===== src/rtl/sum_pkg.sv =====
// sum_pkg: shared types and constants for the sum_range_acc block.
//   sum_state_t  - controller state encoding (IDLE / RUN / DONE)
//   SUM_MODE_LIN - mode value selecting the linear term i
//   SUM_MODE_SQR - mode value selecting the squared term i*i
package sum_pkg;

  typedef enum logic [1:0] {
    IDLE = 2'd0,
    RUN  = 2'd1,
    DONE = 2'd2
  } sum_state_t;

  localparam logic SUM_MODE_LIN = 1'b0;
  localparam logic SUM_MODE_SQR = 1'b1;

endpackage


===== src/rtl/sum_term_gen.sv =====
// sum_term_gen: combinational term generator for sum_range_acc.
// Optional feature macro: SUM_RANGE_SQUARE_EN (enables the i*i term).
// Ports:
//   idx      in  DATA_W  current term index
//   mode     in  1       SUM_MODE_LIN -> i, SUM_MODE_SQR -> i*i
//   term     out DATA_W  term value (low DATA_W bits)
//   term_ovf out 1       term did not fit in DATA_W bits
module sum_term_gen
  import sum_pkg::*;
#(
  parameter int DATA_W = 32
) (
  input  logic [DATA_W-1:0] idx,
  input  logic              mode,
  output logic [DATA_W-1:0] term,
  output logic              term_ovf
);

`ifdef SUM_RANGE_SQUARE_EN
  // Full-width DATA_W x DATA_W product; the upper half flags overflow.
  logic [2*DATA_W-1:0] sq;

  assign sq = {{DATA_W{1'b0}}, idx} * {{DATA_W{1'b0}}, idx};

  always_comb begin
    term     = idx;
    term_ovf = 1'b0;
    if (mode == SUM_MODE_SQR) begin
      term     = sq[DATA_W-1:0];
      term_ovf = |sq[2*DATA_W-1:DATA_W];
    end
  end
`else
  // Linear-only build: mode is accepted but has no effect.
  logic unused_mode;

  assign unused_mode = mode;
  assign term        = idx;
  assign term_ovf    = 1'b0;
`endif

endmodule


===== src/rtl/sum_range_acc.sv =====
// sum_range_acc: sums term(i) for i in the inclusive range [lo, hi], one
// term per clock, under a start/busy/done handshake.
// Optional feature macro: SUM_RANGE_SQUARE_EN (adds the i*i term for mode=1;
// without it mode is ignored and the linear sum is always produced).
// Ports:
//   sys_clk    in  1       clock, rising edge
//   sys_rst_n  in  1       synchronous active-low reset
//   start      in  1       job request, sampled only in IDLE
//   mode       in  1       0 = sum of i, 1 = sum of i*i
//   lo         in  DATA_W  first index (unsigned)
//   hi         in  DATA_W  last index (unsigned, inclusive)
//   busy       out 1       high in RUN and DONE
//   done       out 1       one-cycle completion pulse
//   return_val out DATA_W  result modulo 2^DATA_W, held until next job
//   ovf        out 1       sticky overflow of any term or partial sum
module sum_range_acc
  import sum_pkg::*;
#(
  parameter int DATA_W = 32
) (
  input  logic              sys_clk,
  input  logic              sys_rst_n,
  input  logic              start,
  input  logic              mode,
  input  logic [DATA_W-1:0] lo,
  input  logic [DATA_W-1:0] hi,
  output logic              busy,
  output logic              done,
  output logic [DATA_W-1:0] return_val,
  output logic              ovf
);

  sum_state_t        state;
  logic [DATA_W-1:0] idx;
  logic [DATA_W-1:0] acc;
  logic              ovf_int;
  logic [DATA_W-1:0] hi_q;
  logic              mode_q;

  logic [DATA_W-1:0] term;
  logic              term_ovf;
  logic [DATA_W:0]   sum_ext;
  logic [DATA_W-1:0] acc_nxt;
  logic              ovf_nxt;

  sum_term_gen #(
    .DATA_W (DATA_W)
  ) u_term_gen (
    .idx      (idx),
    .mode     (mode_q),
    .term     (term),
    .term_ovf (term_ovf)
  );

  // One extra bit captures the adder carry-out for overflow detection.
  always_comb begin
    sum_ext = {1'b0, acc} + {1'b0, term};
    acc_nxt = sum_ext[DATA_W-1:0];
    ovf_nxt = ovf_int | sum_ext[DATA_W] | term_ovf;
  end

  always_ff @(posedge sys_clk) begin
    if (!sys_rst_n) begin
      state      <= IDLE;
      busy       <= 1'b0;
      done       <= 1'b0;
      ovf        <= 1'b0;
      return_val <= '0;
      acc        <= '0;
      idx        <= '0;
      ovf_int    <= 1'b0;
    end else begin
      case (state)
        IDLE: begin
          done <= 1'b0;
          if (start) begin
            busy <= 1'b1;
            if (lo <= hi) begin
              idx     <= lo;
              hi_q    <= hi;
              mode_q  <= mode;
              acc     <= '0;
              ovf_int <= 1'b0;
              state   <= RUN;
            end else begin
              // Empty range completes immediately with a zero result.
              return_val <= '0;
              ovf        <= 1'b0;
              done       <= 1'b1;
              state      <= DONE;
            end
          end
        end
        RUN: begin
          acc     <= acc_nxt;
          ovf_int <= ovf_nxt;
          // Equality test only, so hi = all-ones ends without idx wrapping.
          if (idx == hi_q) begin
            return_val <= acc_nxt;
            ovf        <= ovf_nxt;
            done       <= 1'b1;
            state      <= DONE;
          end else begin
            idx <= idx + {{(DATA_W-1){1'b0}}, 1'b1};
          end
        end
        DONE: begin
          done  <= 1'b0;
          busy  <= 1'b0;
          state <= IDLE;
        end
        default: begin
          done  <= 1'b0;
          busy  <= 1'b0;
          state <= IDLE;
        end
      endcase
    end
  end

endmodule


===== config.mk =====
export PLATFORM = sky130hd
export DESIGN_NAME = sum_range_acc
export DESIGN_NICKNAME = d
export VERILOG_FILES = /design/src/rtl/sum_pkg.sv /design/src/rtl/sum_term_gen.sv /design/src/rtl/sum_range_acc.sv
export SDC_FILE = /design/constraint.sdc
export NUM_CORES = 1
export LEC_CHECK = 0
export ABC_AREA = 1
export CORE_MARGIN = 3
export CORE_UTILIZATION = 30
export CTS_BUF_LIST = sky130_fd_sc_hd__clkbuf_4 sky130_fd_sc_hd__clkbuf_8
export CTS_CLUSTER_DIAMETER = 100
export CTS_CLUSTER_SIZE = 20
export DETAILED_ROUTE_END_ITERATION = 10
export SYNTH_ARGS = -nofsm -noshare
export SYNTH_HDL_FRONTEND = slang
export SYNTH_HIERARCHICAL = 1
export SYNTH_SLANG_ARGS = --single-unit

===== constraint.sdc =====
create_clock -name sys_clk -period 6.13 [get_ports sys_clk]
set_input_delay 1.226 -clock sys_clk [delete_from_list [all_inputs] [get_ports sys_clk]]
set_output_delay 1.226 -clock sys_clk [all_outputs]
set_load 0.03 [all_outputs]

# [After elaboration in Yosys (flattened, before gate mapping)]
# Index checks and enable logic that the tools add are counted.
[classes] bitwise=2 addsub=2 n_lt_le_gt_ge=1 mux=28 n_reduce_logical=8 eq_ne=7
[op_table] operator="$mux W32" count=8
[op_table] operator="$pmux W32 S2" count=3
[op_table] operator="$add A32 B32 Y33" count=1
[op_table] operator="$add A32 B1 Y32 const B" count=1
[op_table] operator="$eq A32 B32 Y1" count=1
[op_table] operator="$le A32 B32 Y1" count=1
[op_table] operator="$reduce_and A4 Y1" count=3
[op_table] operator="$ne A2 B2 Y1 const B" count=5
[op_table] operator="$mux W1" count=9
[op_table] operator="$pmux W1 S2" count=4
[op_table] operator="$mux W2" count=3
[op_table] operator="$pmux W2 S2" count=1
[op_table] operator="$reduce_and A2 Y1" count=2
[op_table] operator="$reduce_and A3 Y1" count=1
[op_table] operator="$eq A2 B1 Y1 const B" count=1
[op_table] operator="$logic_not A2 Y1" count=1
[op_table] operator="$reduce_bool A2 Y1" count=1
[op_table] operator="$not A1 Y1" count=1
[op_table] operator="$or A1 B1 Y1" count=1
[word_totals] out_inout_bits=35 word_cells=57 regBits=134

# [Depth between registers and ports, before layout]
[depth] word_depth=4 mapped_depth=19

# [Modules after synthesis]
# Netlist, hierarchy kept.
[modules_own_cells] module="sum_range_acc" area_each_um2=9575.4 n_inst=1 cells_each=1459
[modules_own_cells] module="sum_term_gen" area_each_um2=251.5 n_inst=1 cells_each=34

# [Worst setup path after synthesis]
# No wires, ideal clock.
[synth_timing] kind="input to register" from="in hi[31]" to="reg hi_q[0] (enable)" t_arrival_ns=3.642 slack_ns=2.065 cell_stages=10 n_path_buf=0 required_time_ns=5.707 path_cell_list="inv_1 ha_1 nand2_1 nor2_1 nand2_1 nor4_2 nand2_1 nand2_1 nand3_1 nor2_1"
[synth_between] elab_chain_cells=2
[synth_lines] element="start: declaration" line="sum_range_acc.sv:26" rtl="input logic [DATA_W-1:0] hi,"
[synth_lines] element="$le A32 B32 Y1" line="sum_range_acc.sv:78" rtl="if (lo <= hi) begin"
[synth_lines] element="$reduce_and A4 Y1 (no line)"
[synth_lines] element="end signal: assignment" line="sum_range_acc.sv:80" rtl="hi_q <= hi;"
[synth_lines] element="end: declaration" line="sum_range_acc.sv:37" rtl="logic [DATA_W-1:0] hi_q;"
# No other way between the ends.
# A chain may end at the register's enable or synchronous reset.

# [Final worst setup path]
[layout_timing] from="in hi[31]" to="reg return_val[13]"
[layout_between] elab_chain_cells=3
[layout_lines] element="$le A32 B32 Y1" line="sum_range_acc.sv:78"
[layout_lines] element="$ne A2 B2 Y1 (no line)"
[layout_lines] element="$reduce_and A4 Y1 (no line)"
[layout_lines] element="end signal: assignment" line="sum_range_acc.sv:99" rtl="return_val <= acc_nxt;"
[layout_lines] element="end: declaration" line="sum_range_acc.sv:29" rtl="output logic [DATA_W-1:0] return_val,"
# No other way between the ends.

==> report_table.html <==
<table>
<tr><th>Metric</th><th>Value</th></tr>
<tr><th colspan="2">Run status</th></tr>
<tr><td>Result of the run</td><td>completed</td></tr>
<tr><th colspan="2">STA</th></tr>
<tr><td>Number of endpoints failing setup at the final stage</td><td>0</td></tr>
<tr><td>Pin slew with the least headroom to its limit</td><td>1080 ps</td></tr>
<tr><td>Highest clock rate</td><td>~0.25 GHz</td></tr>
<tr><td>Relative max-transition margin</td><td>between 20% and 30%</td></tr>
<tr><td>Worst clock skew on the final layout</td><td>19.4 ps</td></tr>
<tr><td>Sum Neg Setup Slack</td><td>0 ps</td></tr>
<tr><td>Max-slew violation count</td><td>0</td></tr>
<tr><td>Setup WS post-layout</td><td>between 2000 and 2500 ps</td></tr>
<tr><td>Final hold viol count</td><td>0</td></tr>
<tr><td>Post-layout min period</td><td>~4100 ps</td></tr>
<tr><td>Post-route clock period utilization</td><td>about two thirds</td></tr>
<tr><td>RSZ-0062 raised after global routing</td><td>false</td></tr>
<tr><th colspan="2">Routing</th></tr>
<tr><td>Vias</td><td>9246</td></tr>
<tr><td>Count of nets left with antenna violations after detail routing</td><td>0</td></tr>
<tr><td>Remaining routing DRC violations</td><td>0</td></tr>
<tr><td>Drt wl/cell</td><td>14.2 um</td></tr>
<tr><td>Final WL</td><td>between 20000 and 30000 um</td></tr>
<tr><td>Number of DRC violations after detailed-routing iteration 0</td><td>about 620</td></tr>
<tr><td>Via density per instance</td><td>between 4 and 5</td></tr>
<tr><td>Number of detailed-route iterations in the first pass</td><td>5</td></tr>
<tr><th colspan="2">Global route</th></tr>
<tr><td>Number of antenna violations at the first check in global routing</td><td>0</td></tr>
<tr><td>Overall global routing resource usage</td><td>approximately 16%</td></tr>
<tr><td>Number of global-route vias before repair</td><td>between 8000 and 9000</td></tr>
<tr><td>First-pass GRT wire length</td><td>between 40000 and 50000 um</td></tr>
<tr><td>Pin count of the biggest net entering global routing</td><td>between 60 and 70</td></tr>
<tr><td>Total congestion overflow</td><td>0</td></tr>
<tr><th colspan="2">Layout</th></tr>
<tr><td>Register cell area after layout</td><td>3000 um^2</td></tr>
<tr><td>Layout Cell Area excl Fill</td><td>around 11000 um^2</td></tr>
<tr><td>Synthesis-to-layout area growth</td><td>15.3%</td></tr>
<tr><td>Fill cells</td><td>approximately 3500</td></tr>
<tr><td>Net count of the finished layout</td><td>~1700</td></tr>
<tr><td>Area of the multi-input gates</td><td>approximately 5700 um^2</td></tr>
<tr><td>Layout cell share with drive strength beyond 1</td><td>under 10%</td></tr>
<tr><td>Antenna diode count</td><td>0</td></tr>
<tr><th colspan="2">Pwr</th></tr>
<tr><td>Power density over the cells</td><td>between 200 and 250 nW/um^2</td></tr>
<tr><td>Tot Pwr</td><td>about 2.6 mW</td></tr>
<tr><td>Peak supply drop</td><td>0.132 mV</td></tr>
<tr><td>Static leakage power</td><td>5.12 nW</td></tr>
<tr><th colspan="2">Worst setup path</th></tr>
<tr><td>Kind of critical path</td><td>input pin to flip-flop</td></tr>
<tr><td>Number of buffer and inverter instances along the worst setup path</td><td>3</td></tr>
<tr><td>Required time of the critical path</td><td>~6500 ps</td></tr>
<tr><td>CP max stage cell</td><td>nand2_2</td></tr>
<tr><td>Critical path's top delay family</td><td>simple AND/OR/NAND/NOR gates</td></tr>
<tr><td>Startpoint types</td><td>input pin</td></tr>
<tr><td>Worst path max stage delay</td><td>around 770 ps</td></tr>
<tr><td>Series of cell instances along the critical path</td><td>clkdlybuf4s50_1 &gt; inv_1 &gt; ha_1 &gt; nand2_1 &gt; nor2_1 &gt; nand2_1 &gt; nor4_2 &gt; nand2_1 &gt; nand2_1 &gt; nand2_1 &gt; nand2_2 &gt; buf_4 &gt; a21oi_1 &gt; nor2_1</td></tr>
<tr><td>Arrival time at the worst endpoint</td><td>4430 ps</td></tr>
<tr><td>Most common cell type on the critical path</td><td>nand2_1</td></tr>
<tr><td>Worst-path fanout max</td><td>roughly 50</td></tr>
<tr><td>Endpoint kind of the worst setup timing path</td><td>flip-flop</td></tr>
<tr><th colspan="2">Clock network</th></tr>
<tr><td>Number of buffers added to fix hold violations after cts</td><td>0</td></tr>
<tr><td>Clock insertion delay at the later pin of the skew report</td><td>450 ps</td></tr>
<tr><td>CTS-repair resized insts</td><td>0</td></tr>
<tr><td>Number of clock sinks</td><td>approximately 130</td></tr>
<tr><td>Clock root buffer</td><td>clkbuf_8</td></tr>
<tr><td>CTS tree</td><td>done</td></tr>
<tr><td>Clock-pin transition on the worst setup and hold timing paths</td><td>~90 ps</td></tr>
<tr><td>Cts bufs inserted</td><td>17</td></tr>
<tr><td>Setup repair bufs after CTS</td><td>0</td></tr>
<tr><td>Clock Path Buffers</td><td>2</td></tr>
<tr><td>Number of levels in the clock H-tree</td><td>4</td></tr>
<tr><th colspan="2">Yosys</th></tr>
<tr><td>Synthesized area divided by synthesized cell count</td><td>~6.6 um^2</td></tr>
<tr><td>Synth Instances</td><td>1492</td></tr>
<tr><td>Summed instance area of the synthesized netlist</td><td>a little under 10000 um^2</td></tr>
<tr><td>Syn_nets</td><td>roughly 1600</td></tr>
<tr><td>Count of yosys warnings during synthesis</td><td>6</td></tr>
<tr><th colspan="2">Floorplan</th></tr>
<tr><td>Die Ht</td><td>approximately 190 um</td></tr>
<tr><td>Area of the die</td><td>between 30000 and 40000 um^2</td></tr>
<tr><td>Io pins</td><td>slightly above 100</td></tr>
<tr><td>Initial Utilization</td><td>30.7%</td></tr>
<tr><td>Floorplan die width</td><td>187 um</td></tr>
<tr><td>Number of placement rows</td><td>65</td></tr>
<tr><td>Core Area</td><td>roughly 32000 um^2</td></tr>
<tr><th colspan="2">Placement</th></tr>
<tr><td>Cell area after placement</td><td>10900 um^2</td></tr>
<tr><td>GP Congestion</td><td>between 0.9 and 1</td></tr>
<tr><td>Number of port buffers</td><td>around 100</td></tr>
<tr><td>Dpl ws</td><td>1510 ps</td></tr>
<tr><td>Estimated wirelength of the detail-placed design</td><td>~22000 um</td></tr>
<tr><th colspan="2">Flow run</th></tr>
<tr><td>Maxcap violations</td><td>0</td></tr>
<tr><th colspan="2">Worst hold path</th></tr>
<tr><td>Class of the tightest hold or removal check</td><td>flip-flop to flip-flop</td></tr>
</table>
[power by group]
part | leakage [nW] | switching [mW] | internal, mW
Combinational | 3.80 | 0.479 | 0.296
Clock | 0.194 | 0.397 | 0.376
Sequential | 1.13 | 0.101 | 0.988
[cells in the final DEF (no fill, tap or decap), drive strengths merged, types with 29 or more instances in the layout]
cell type,instances
nand2,469
nor2,197
inv,156
a21oi,125
dfxtp,102
clkdlybuf4s50,100
nand3,97
ha,65
edfxtp,32
o21ai,29
[worst register-to-register path, delay by kind of cell, from the launching register on]
family	cells	cell delay, ps
xor+xnor	1	160
flops	1	510
simple gates	9	2020
[per-stage QoR]
step | util [%] | hold slack, ps | cells
after global routing | 35.4 | 490 | 1988
after detailed placement | 34.2 | 459 | 1956
after CTS | 35.4 | 472 | 1988
after floorplan | - | 440 | 1492
after global placement | 34.2 | 454 | 1956
final | 35.4 | 467 | 1988
[state kept, by name, summed over array words and instances, names as in the netlist]
| signal | flops |
|---|---|
| ovf | 1 |
| hi_q | 32 |
| ovf_int | 1 |
| done | 1 |
| state | 2 |
| idx | 32 |
| busy | 1 |
| return_val | 32 |
| acc | 32 |
[layer usage]
layer / vias up / share of wire, % / global-route usage (%)
met2: 232 / 43 / 25.7
met5: - / 0 / 0
met1: 4120 / 50 / 23.4
li1: 4866 / - / -
met3: 28 / 5.5 / 2.67
met4: 0 / 1.3 / 3.61
[final timing paths]
path | cells past startpoint | slack [ps] | start | to
max | 14 | 2080 | hi[31] | return_val[13]
min | 2 | 470 | ovf_int | ovf_int
max reg2reg | 10 | 3340 | idx[26] | idx[9]
min reg2reg | 2 | 470 | ovf_int | ovf_int
[final cells by class]
class / count / area share, %
Multi-Input combinational cell: 1127 / 50.7
Timing Repair Buffer: 107 / 9.30
Clock inverter: 13 / 1.32
Inverter: 153 / 5.08
Tap cell: 435 / 4.82
Clock buffer: 19 / 2.20
Sequential cell: 134 / 26.6
(Power assumes the default switching activity.)
